File: config.mk
export PLATFORM = sky130hd
export DESIGN_NAME = display_grid_pipe
export DESIGN_NICKNAME = d
export VERILOG_FILES = /design/src/rtl/display_grid_pipe.sv
export SDC_FILE = /design/constraint.sdc
export NUM_CORES = 1
export LEC_CHECK = 0
export ABC_AREA = 1
export ABC_CLOCK_PERIOD_IN_PS = 3130
export CORE_ASPECT_RATIO = 0.75
export CORE_MARGIN = 5
export CORE_UTILIZATION = 57
export DETAILED_ROUTE_END_ITERATION = 7
export PLACE_DENSITY = 0.91
export SYNTH_ARGS = -nofsm -noshare
export SYNTH_HDL_FRONTEND = slang
export SYNTH_SLANG_ARGS = --single-unit
File: constraint.sdc
create_clock -name clk -period 3.13 [get_ports clk]
set_clock_uncertainty 0.2 [all_clocks]
set_input_delay 0.626 -clock clk [delete_from_list [all_inputs] [get_ports clk]]
set_output_delay 0.626 -clock clk [all_outputs]
set_load 0.02 [all_outputs]
File: src/rtl/display_grid_pipe.sv
// Two-stage pixel pipeline that draws a row of Simon buttons, a bounding box and
// font glyphs. Button lighting is sampled once per frame so the image never tears.
module display_grid_pipe #(
  parameter int NUM_BTN     = 4,
  parameter int BTN_SIZE    = 50,
  parameter int BTN_GAP     = 25,
  parameter int BTN_X0      = 315,
  parameter int BTN_Y0      = 250,
  parameter int HOLD_FRAMES = 8
) (
  input  logic               clk,
  input  logic               resetn,
  input  logic               frame_start,
  input  logic               pix_valid,
  input  logic [9:0]         pix_x,
  input  logic [9:0]         pix_y,
  input  logic [1:0]         state,
  input  logic [NUM_BTN-1:0] color,
  input  logic [3:0]         level,
  output logic [7:0]         vga_R,
  output logic [7:0]         vga_G,
  output logic [7:0]         vga_B,
  output logic               video_on,
  output logic               pix_valid_out
);
  localparam int PITCH  = BTN_SIZE + BTN_GAP;
  localparam int STAGES = 2;

  generate
    if (BTN_X0 + NUM_BTN*PITCH - BTN_GAP > 639) begin : g_bad_width
      $error("display_grid_pipe: button row extends past x=639");
    end
    if (NUM_BTN < 1 || NUM_BTN > 8) begin : g_bad_num
      $error("display_grid_pipe: NUM_BTN must be 1..8");
    end
    if (HOLD_FRAMES < 1 || HOLD_FRAMES > 255) begin : g_bad_hold
      $error("display_grid_pipe: HOLD_FRAMES must be 1..255");
    end
  endgenerate

  typedef struct packed {
    logic       box;
    logic       btn;
    logic [2:0] idx;
    logic       gl;
    logic [1:0] gid;   // 0 L, 1 level digit, 2 S, 3 P
    logic [2:0] row;
    logic [2:0] col;
  } s1_t;

  function automatic logic [63:0] glyph(input logic [3:0] ch);
    case (ch)
      4'd0:    glyph = 64'h3C666E7666663C00;
      4'd1:    glyph = 64'h1838181818187E00;
      4'd2:    glyph = 64'h3C66060C30607E00;
      4'd3:    glyph = 64'h3C66061C06663C00;
      4'd4:    glyph = 64'h0C1C3C6C7E0C0C00;
      4'd5:    glyph = 64'h7E607C0606663C00;
      4'd6:    glyph = 64'h3C607C6666663C00;
      4'd7:    glyph = 64'h7E060C1830303000;
      4'd8:    glyph = 64'h3C66663C66663C00;
      4'd9:    glyph = 64'h3C66663E060C3800;
      4'd10:   glyph = 64'h6060606060607E00;
      4'd11:   glyph = 64'h3C66603C06663C00;
      4'd12:   glyph = 64'h7C66667C60606000;
      default: glyph = 64'h0;
    endcase
  endfunction

  function automatic logic [23:0] pal(input logic [2:0] idx, input logic lit);
    case (idx)
      3'd0:    pal = lit ? 24'hFF0000 : 24'h600000;
      3'd1:    pal = lit ? 24'hFFFF00 : 24'h7F7F30;
      3'd2:    pal = lit ? 24'h00FF00 : 24'h006000;
      3'd3:    pal = lit ? 24'h0000FF : 24'h000060;
      3'd4:    pal = lit ? 24'hFF00FF : 24'h600060;
      3'd5:    pal = lit ? 24'h00FFFF : 24'h006060;
      3'd6:    pal = lit ? 24'hFF8000 : 24'h603000;
      default: pal = lit ? 24'hFFFFFF : 24'h606060;
    endcase
  endfunction

  // ---------------- per-button hold counters and frame-latched lighting
  logic [NUM_BTN-1:0][7:0] hold_q, hold_d;
  logic [NUM_BTN-1:0]      lit_q, lit_d;
  logic [7:0]              frm_q;

  always_comb begin
    hold_d = hold_q;
    lit_d  = '0;
    for (int i = 0; i < NUM_BTN; i++) begin
      lit_d[i] = |hold_q[i];
      if (state == 2'd0)                       hold_d[i] = 8'd0;
      else if (color[i])                       hold_d[i] = 8'(HOLD_FRAMES);
      else if (frame_start && hold_q[i] != '0) hold_d[i] = hold_q[i] - 8'd1;
    end
  end

  always_ff @(posedge clk or negedge resetn) begin
    if (!resetn) begin
      hold_q <= '0;
      lit_q  <= '0;
      frm_q  <= '0;
    end else begin
      hold_q <= hold_d;
      if (frame_start) begin
        lit_q <= lit_d;
        frm_q <= frm_q + 8'd1;
      end
    end
  end

  // ---------------- stage 1: region decode
  logic [NUM_BTN-1:0] btn_hit;
  logic               y_btn, box_hit, y_sm, y_lg;
  s1_t                s1_d, s1_q;

  assign y_btn = ({1'b0, pix_y} >= 11'(BTN_Y0)) && ({1'b0, pix_y} <= 11'(BTN_Y0 + BTN_SIZE));

  for (genvar i = 0; i < NUM_BTN; i++) begin : g_btn
    localparam int XL = BTN_X0 + i*PITCH;
    assign btn_hit[i] = y_btn && ({1'b0, pix_x} >= 11'(XL)) && ({1'b0, pix_x} <= 11'(XL + BTN_SIZE));
  end

  assign box_hit = ((pix_x == 10'd250 || pix_x == 10'd650) && pix_y >= 10'd100 && pix_y <= 10'd450) ||
                   ((pix_y == 10'd100 || pix_y == 10'd450) && pix_x >= 10'd250 && pix_x <= 10'd650);
  assign y_sm = (pix_y >= 10'd112) && (pix_y <= 10'd127);
  assign y_lg = (pix_y >= 10'd192) && (pix_y <= 10'd223);

  // Glyph origins are aligned to 16 (scale 2) or 32 (scale 4), so the low
  // coordinate bits already are the offset inside the glyph.
  always_comb begin
    s1_d     = '0;
    s1_d.box = box_hit;
    s1_d.btn = |btn_hit;
    for (int i = NUM_BTN-1; i >= 0; i--) begin
      if (btn_hit[i]) s1_d.idx = 3'(i);
    end
    if (y_sm && pix_x >= 10'd256 && pix_x <= 10'd271) begin
      s1_d.gl = 1'b1; s1_d.gid = 2'd0; s1_d.row = pix_y[3:1]; s1_d.col = pix_x[3:1];
    end else if (y_sm && pix_x >= 10'd272 && pix_x <= 10'd287) begin
      s1_d.gl = 1'b1; s1_d.gid = 2'd1; s1_d.row = pix_y[3:1]; s1_d.col = pix_x[3:1];
    end else if (y_lg && pix_x >= 10'd416 && pix_x <= 10'd447) begin
      s1_d.gl = 1'b1; s1_d.gid = 2'd2; s1_d.row = pix_y[4:2]; s1_d.col = pix_x[4:2];
    end else if (y_lg && pix_x >= 10'd480 && pix_x <= 10'd511) begin
      s1_d.gl = 1'b1; s1_d.gid = 2'd3; s1_d.row = pix_y[4:2]; s1_d.col = pix_x[4:2];
    end
  end

  // ---------------- stage 2: colour
  logic [STAGES:1] vld_pipe_q;
  logic [7:0]      lit8, frow;
  logic [63:0]     gbits;
  logic [3:0]      ch;
  logic            show;
  logic [23:0]     rgb_d, rgb_q;
  logic            von_d, von_q;

  always_comb begin
    lit8              = '0;
    lit8[NUM_BTN-1:0] = lit_q;
    case (s1_q.gid)
      2'd0:    ch = 4'd10;
      2'd1:    ch = level;
      2'd2:    ch = 4'd11;
      default: ch = 4'd12;
    endcase
    show  = (s1_q.gid == 2'd0) || (s1_q.gid == 2'd1 && level <= 4'd9) ||
            (s1_q.gid == 2'd2 && state == 2'd1) || (s1_q.gid == 2'd3 && state == 2'd2);
    gbits = glyph(ch);
    frow  = gbits[{~s1_q.row, 3'b000} +: 8];
    rgb_d = '0;
    von_d = 1'b0;
    if (vld_pipe_q[1]) begin
      if (s1_q.box) begin
        von_d = 1'b1;
        rgb_d = (state == 2'd3 && frm_q[4]) ? 24'hFF0000 : 24'hFFFFFF;
      end else if (s1_q.btn) begin
        von_d = 1'b1;
        rgb_d = pal(s1_q.idx, lit8[s1_q.idx]);
      end else if (s1_q.gl && show && frow[~s1_q.col]) begin
        von_d = 1'b1;
        rgb_d = (s1_q.gid == 2'd1) ? 24'h00FF00 : 24'hFFFFFF;
      end
    end
  end

  always_ff @(posedge clk or negedge resetn) begin
    if (!resetn) begin
      vld_pipe_q <= '0;
      s1_q       <= '0;
      rgb_q      <= '0;
      von_q      <= 1'b0;
    end else begin
      vld_pipe_q <= {vld_pipe_q[STAGES-1:1], pix_valid};
      s1_q       <= s1_d;
      rgb_q      <= rgb_d;
      von_q      <= von_d;
    end
  end

  assign vga_R         = rgb_q[23:16];
  assign vga_G         = rgb_q[15:8];
  assign vga_B         = rgb_q[7:0];
  assign video_on      = von_q;
  assign pix_valid_out = vld_pipe_q[STAGES];

endmodule

==> impl_results.md, run 1 <==
- Initial antenna violation count: 0
- Pin count of the biggest net entering global routing: 68
- Crit-path slowest cell: clkdlybuf4s50_1
- GRT Overall Usage: 24.7%
- Vias per inst: 5.76
- WP data required: 3.14 ns
- Critical Path AT: 3.00 ns
- Startpoint class of the critical path: primary input
- Clock sink total: 67
- Die Ht: 91.1 um
- CTS buffer count: 9
- Worst reg2reg endpoint: rgb_q[20]$_DFF_PN0_
- GRT Residual Overflow: 0
- Reg clk slew, reported paths: 0.06 ns
- Final Hold Fails: 0
- Status: complete, no violations
- Layout cell share with drive strength beyond 1: 11.4%
- Row count: 29
- Sequential fraction of the synthesis area: 33.5%
- R2R cell count: 18
- Fin cells: 921
- Clock latency on the worst-skew pair: 0.33 ns
- Number of port buffers: 59
- CP peak stage delay: 0.47 ns
- CTS tree: done
- CP Max Fanout: 4
- Placed inst area: 0.00581 mm^2
- Max H-tree Level: 3
- Slew Limit Headroom: 43.7%
- Yosys warning total: 0
- Diodes inserted: 0
- Post-Syn Instances: 728
- Delay-heaviest family, CP: simple AND/OR/NAND/NOR gates
- Post-Syn Area: 0.00500 mm^2
- CTS root buf: clkbuf_16
- Pwr per Cell Area: 467 mW/mm^2
- Final-report setup violation count: 0
- I/O Pins: 60
- Post-Syn Nets: 784
- Fmax: 0.334 GHz
- Pleak: 0.00305 uW
- RR Startpoint: s1_q[7]$_DFF_PN0_
- Setup crit end kind: register
- Via Count: 5302
- Setup slack, reg-to-reg: 0.27 ns
- Final Cycle Share: 95.6%
- Final #Nets: 864
- RD Place Congestion: 0.973
- CP Buf/Inv Count: 4
- Core ar.: 0.00853 mm^2
- Area Overhead vs Synth: 24.1%
- Die X: 118 um
- Hold Crit Class: in2async
- Ordered cell list for the critical path: clkdlybuf4s50_1 > nand3_2 > nand2_2 > buf_4 > ha_2 > inv_1 > nand3_1 > nand2_1 > nand2_1 > nand2_1 > nand2_1 > nand2_1 > nand2_1 > nand2_1 > a21oi_2 > a21oi_4 > buf_4 > a21oi_2 > nor2_1
- Wirelength, routed: 13.8 mm
- Cell mode on critical path: nand2_1
- Yosys reg bits: 67
- Kind of critical path: in2reg
- Async set-reset flop share out of synthesis: 100%
- Avg Inst Size Synth: 6.87 um^2
- Clk buf depth: 2
- Design area: 0.00621 mm^2
- Distinct cells, synth: 45
- TNS Setup: 0 ns
- Die area: 0.0108 mm^2
- Initial core utilization: 58.7%
- Placed insts: 903
- DR WL/cell: 14.9 um
- Area of the multi-input gates: 0.00277 mm^2
- Final min period: 2.99 ns
- Post-synth EDFFs: 0
- Max IR drop VDD: 433 uV
- Worst Tran Pin Value: 0.845 ns
- Post-route ant nets: 0
- Max Cap Viol: 0
- DRC viols: 0
- Drt pass-1 iters: 6
- Initial drt markers: 568
- # fillers: 625
- Global-route wire length before repair: 22.4 mm
- Slew Viols, Final: 0
- Top_reg_cell synth: dfrtp_1
- Area occupied by registers: 0.00168 mm^2
- DP HPWL: 10.5 mm
- Vias in the first global route: 4784
## metal layers
layer | vias to the layer above | global-route usage (%) | share of wire, %
met4 | 0 | 6.30 | 2.0
met3 | 23 | 5.65 | 11
li1 | 2529 | - | -
met5 | - | 0 | 0
met2 | 320 | 38.6 | 44
met1 | 2430 | 34.7 | 43
## synth_stat cells, drive strengths merged (7+ instances only)
| master | n | area, um^2 |
|---|---|---|
| a21oi | 43 | 234 |
| a31oi | 9 | 56.3 |
| buf | 24 | 178 |
| dfrtp | 67 | 1680 |
| ha | 22 | 275 |
| inv | 116 | 438 |
| nand2 | 182 | 711 |
| nand3 | 66 | 353 |
| nand4 | 16 | 115 |
| nor2 | 83 | 322 |
| nor3 | 13 | 65.1 |
| o21ai | 33 | 169 |
| o22ai | 10 | 62.6 |
| xor2 | 7 | 61.3 |
## what timing repair did
item / 4_1_cts / 5_1_grt
hold endpoints to repair: 0 / 0
gates resized for setup: 0 / 20
setup buffers: 0 / 2
setup endpoints to repair: 0 / 11
hold buffers: 0 / 0
## worst max path at each step
stage          depth (start not counted)                   to      from
4_1_cts                               20   rgb_q[6]$_DFF_PN0_  level[1]
2_1_floorplan                         20  rgb_q[20]$_DFF_PN0_  level[0]
3_3_place_gp                          19  rgb_q[12]$_DFF_PN0_  level[1]
5_1_grt                               19  rgb_q[12]$_DFF_PN0_  level[0]
3_5_place_dp                          20   rgb_q[6]$_DFF_PN0_  level[1]
6_report                              19  rgb_q[12]$_DFF_PN0_  level[0]
## registers in the layout (all words and copies together) (netlist names)
| signal | cells |
|---|---|
| frm_q | 5 |
| hold_q | 32 |
| lit_q | 4 |
| rgb_q | 10 |
| s1_q | 13 |
| video_on | 1 |
| vld_pipe_q | 2 |
## metrics by stage
stage                     hold WS, ns  worst slack, ns  power (uW)  utilization (%)
final                           0.274            0.137        2900             72.8
after global routing            0.303          -0.0476        3030             72.8
after CTS                       0.291          0.00775        2890             71.9
after detailed placement        0.281           -0.320        1770             68.1
after global placement          0.265           -0.102        1720             68.1
after floorplan                 0.130            0.388        1530                -
## cells in the final DEF, fill, tap and decap left out, drive strengths merged
cell type / n
buf: 37
or2: 2
o21bai: 1
nor2: 83
o22ai: 10
o311ai: 4
a21boi: 1
clkdlybuf4s50: 58
o211ai: 6
nand4: 16
xnor2: 2
dfrtp: 67
o31ai: 1
a211oi: 5
nor3: 13
xor2: 7
nand3b: 3
a21oi: 43
inv: 119
bufinv: 2
o21ai: 33
clkinvlp: 1
nand3: 66
ha: 22
clkinv: 1
o221ai: 1
a31oi: 9
a221oi: 2
clkbuf: 9
nor4: 5
nand2: 182
o2111ai: 2
## where the power goes
part           internal (uW)  switching [uW]  leakage [uW]
Clock                    704             401      0.000157
Combinational            268             429       0.00201
Sequential               993             101      0.000884
## worst reg2reg max path, stage by stage, from the launching register on
cell	delay, ns
dfrtp_1	0.52
inv_4	0.11
nand3_2	0.10
nand2_2	0.08
buf_4	0.16
ha_2	0.20
inv_1	0.07
nand3_1	0.13
a21oi_1	0.15
nand3_1	0.10
nand3_1	0.10
nand2_1	0.07
a21oi_2	0.13
nand2_2	0.08
a21oi_4	0.18
nand4_4	0.16
nand2_2	0.10
nand2_1	0.06
nand2_1	0.09
## layout make-up
class	count	share of cell area [%]
multi-input cells	519	44.5
flip-flops and latches	67	27.0
repair buffers	95	14.0
inverters	116	7.05
clock buffers	9	3.63
well taps	108	2.18
clock inverters	7	1.59
## kinds of logic after synthesis
logic type	after synthesis	synth area share, %
compound gates	118	14.1
xor+xnor	9	1.58
fa+ha+maj	22	5.50
buf+inv	142	12.5
flops	67	33.5
simple gates	370	32.9
(Power assumes the default switching activity.)
==> run 2, diff against run 1 <==
--- a/config.mk
+++ b/config.mk
@@ -7,6 +7,7 @@
 export LEC_CHECK = 0
 export ABC_AREA = 1
 export ABC_CLOCK_PERIOD_IN_PS = 3130
+export CAP_MARGIN = 20
 export CORE_ASPECT_RATIO = 0.75
 export CORE_MARGIN = 5
 export CORE_UTILIZATION = 57
==> results of run 2 <==
Same layout as run 1: the final DEF is identical, and so are final timing and power.
==> run 3, diff against run 2 <==
==> constraint.sdc (replaced) <==
create_clock -name clk -period 3.13 [get_ports clk]
set_clock_uncertainty 0.2 [all_clocks]
set_input_delay 0.626 -clock clk [delete_from_list [all_inputs] [get_ports clk]]
set_output_delay 0.626 -clock clk [all_outputs]
set_load 0.1 [all_outputs]
==> run 3 against run 2 <==
  * Sequential share of layout area hardly changed
  * Die area stayed put
  * Clock-buffer cell count is 1 higher
  * Highest routed layer unchanged
==> impl_results.md, run 3 (synthesis gave the netlist of run 1 again) <==
- Pin count of the biggest net entering global routing: 68
- Ordered cell list for the critical path: clkdlybuf4s50_1 > nand3_2 > nand2_4 > inv_2 > buf_4 > ha_1 > inv_2 > nand3_4 > nand2_2 > nand3_1 > nand2_1 > nand2_1 > a21oi_2 > a21oi_2 > a21oi_4 > nand4_4 > nand2_2 > nand2_1 > nand2_1
- # hold bufs at CTS: 0
- CTS tree: done
- Pwr per Cell Area: 487 mW/mm^2
- DR WL/cell: 15.4 um
- Vias in the first global route: 4922
- Commonest non-fill, non-tap cells in the layout: nand2_1, inv_1, nor2_1
- Fin cells: 922
- Cell mode on critical path: nand2_1
- Max IR drop VDD: 424 uV
- Post-route ant nets: 0
- Diodes inserted: 0
- Max Cap Viol: 0
- Initial antenna violation count: 0
- Commonest non-fill, non-tap cell in the layout: nand2_1
- Placed inst area: 0.00574 mm^2
- Kind of critical path: in2reg
- CP peak stage delay: 0.47 ns
- Initial core utilization: 58.7%
- GRT Overall Usage: 25.4%
- DRC viols: 0
- Global-route wire length before repair: 23.1 mm
- Final #Nets: 865
- Final min period: 3.06 ns
- Design area: 0.00620 mm^2
- Placed insts: 904
- Setup slack, reg-to-reg: 0.18 ns
- Biggest regs: hold_q (32), s1_q (13), rgb_q (10)
- RD Place Congestion: 1.00
- Final Hold Fails: 0
- Number of port buffers: 59
- Via Count: 5360
- # fillers: 619
- Crit-path slowest cell: clkdlybuf4s50_1
- Hold Crit Class: in2async
- Die X: 118 um
- Layout cell share with drive strength beyond 1: 15.4%
- Vias per inst: 5.81
- Initial drt markers: 591
- Slew Limit Headroom: 44.9%
- CP Max Fanout: 5
- Clock sink total: 67
- Reg clk slew, reported paths: 0.06 ns
- Slew Viols, Final: 0
- Row count: 29
- Die Ht: 91.1 um
- Status: complete, no violations
- Area Overhead vs Synth: 23.9%
- GRT Residual Overflow: 0
- Worst Tran Pin Value: 0.827 ns
- Final-report setup violation count: 0
- Die area: 0.0108 mm^2
- Pleak: 0.00314 uW
- Wirelength, routed: 14.2 mm
- WP data required: 3.20 ns
- Drt pass-1 iters: 7
- Setup crit end kind: register
- DP HPWL: 10.3 mm
- CTS buffer count: 9
- Critical Path AT: 3.13 ns
- Startpoint class of the critical path: primary input
- Clk buf depth: 2
- Fmax: 0.327 GHz
- CTS root buf: clkbuf_16
- Clock latency on the worst-skew pair: 0.33 ns
- I/O Pins: 60
- Reg with most FFs: hold_q
- Final Util: 72.7%
- Final Cycle Share: 97.8%
- Max H-tree Level: 3
- Core ar.: 0.00853 mm^2
- Largest register FFs: 32
run 3: cell count changes in the layout (fill, tap and decap cells not counted), sizes merged:
cell	before	now
clkdlybuf4s50	58	32
clkinv	1	3
clkinvlp	1	0
clkbuf	9	10
inv	119	116
buf	37	64
bufinv	2	3
run 3: power by group:
| group | switching (uW) | internal, uW |
|---|---|---|
| clock network | 376 | 801 |
| logic | 482 | 266 |
| registers | 102 | 993 |
| total | 960 | 2060 |
run 3: metal layers:
layer  vias to the layer above  GRT usage (%)  share of wire, %
met5                         -              0                 0
met4                         0           8.88               2.6
met3                        46           6.40                11
met2                       372           37.5                44
met1                      2407           36.4                43
li1                       2535              -                 -
run 3: path summary, 6_finish.rpt:
path / startpoint / to / cells after the start
max: level[0] / rgb_q[4]$_DFF_PN0_ / 19
min: resetn / hold_q[21]$_DFFE_PN0P_ / 2
max reg2reg: s1_q[6]$_DFF_PN0_ / rgb_q[4]$_DFF_PN0_ / 21
min reg2reg: lit_q[1]$_DFFE_PN0P_ / lit_q[1]$_DFFE_PN0P_ / 2
max in group asynchronous: resetn / s1_q[6]$_DFF_PN0_ / 2
min in group clk: lit_q[1]$_DFFE_PN0P_ / lit_q[1]$_DFFE_PN0P_ / 2
run 3: worst max-delay path: cells and delay by family:
kind,cells,cell delay (ns)
compound gates,3,0.46
simple gates,11,1.06
fa+ha+maj,1,0.20
buf+inv,4,0.75
run 3: repair_timing:
action,CTS,global route
buffers inserted,0,2
endpoints found under the setup margin,0,11
resized for setup,0,29
run 3: final cells by class:
type	count	area, um^2	area share (%)
Tap cell	108	135	2.18
Timing Repair Buffer	96	798	12.9
Clock buffer	10	239	3.86
Multi-Input combinational cell	519	2800	45.1
Sequential cell	67	1680	27.1
Clock inverter	6	113	1.82
Inverter	116	438	7.07
run 3: metrics by stage:
stage / worst slack (ns) / hold WS (ns) / TNS, ns / power [uW]
finish: 0.0703 / 0.268 / 0 / 3020
floorplan: 0.388 / 0.130 / 0 / 1580
global placement: -0.181 / 0.261 / -1.81 / 1780
CTS: 0.0118 / 0.291 / 0 / 3010
global route: -0.0529 / 0.310 / -0.174 / 3160
detailed placement: -0.282 / 0.273 / -2.90 / 1820
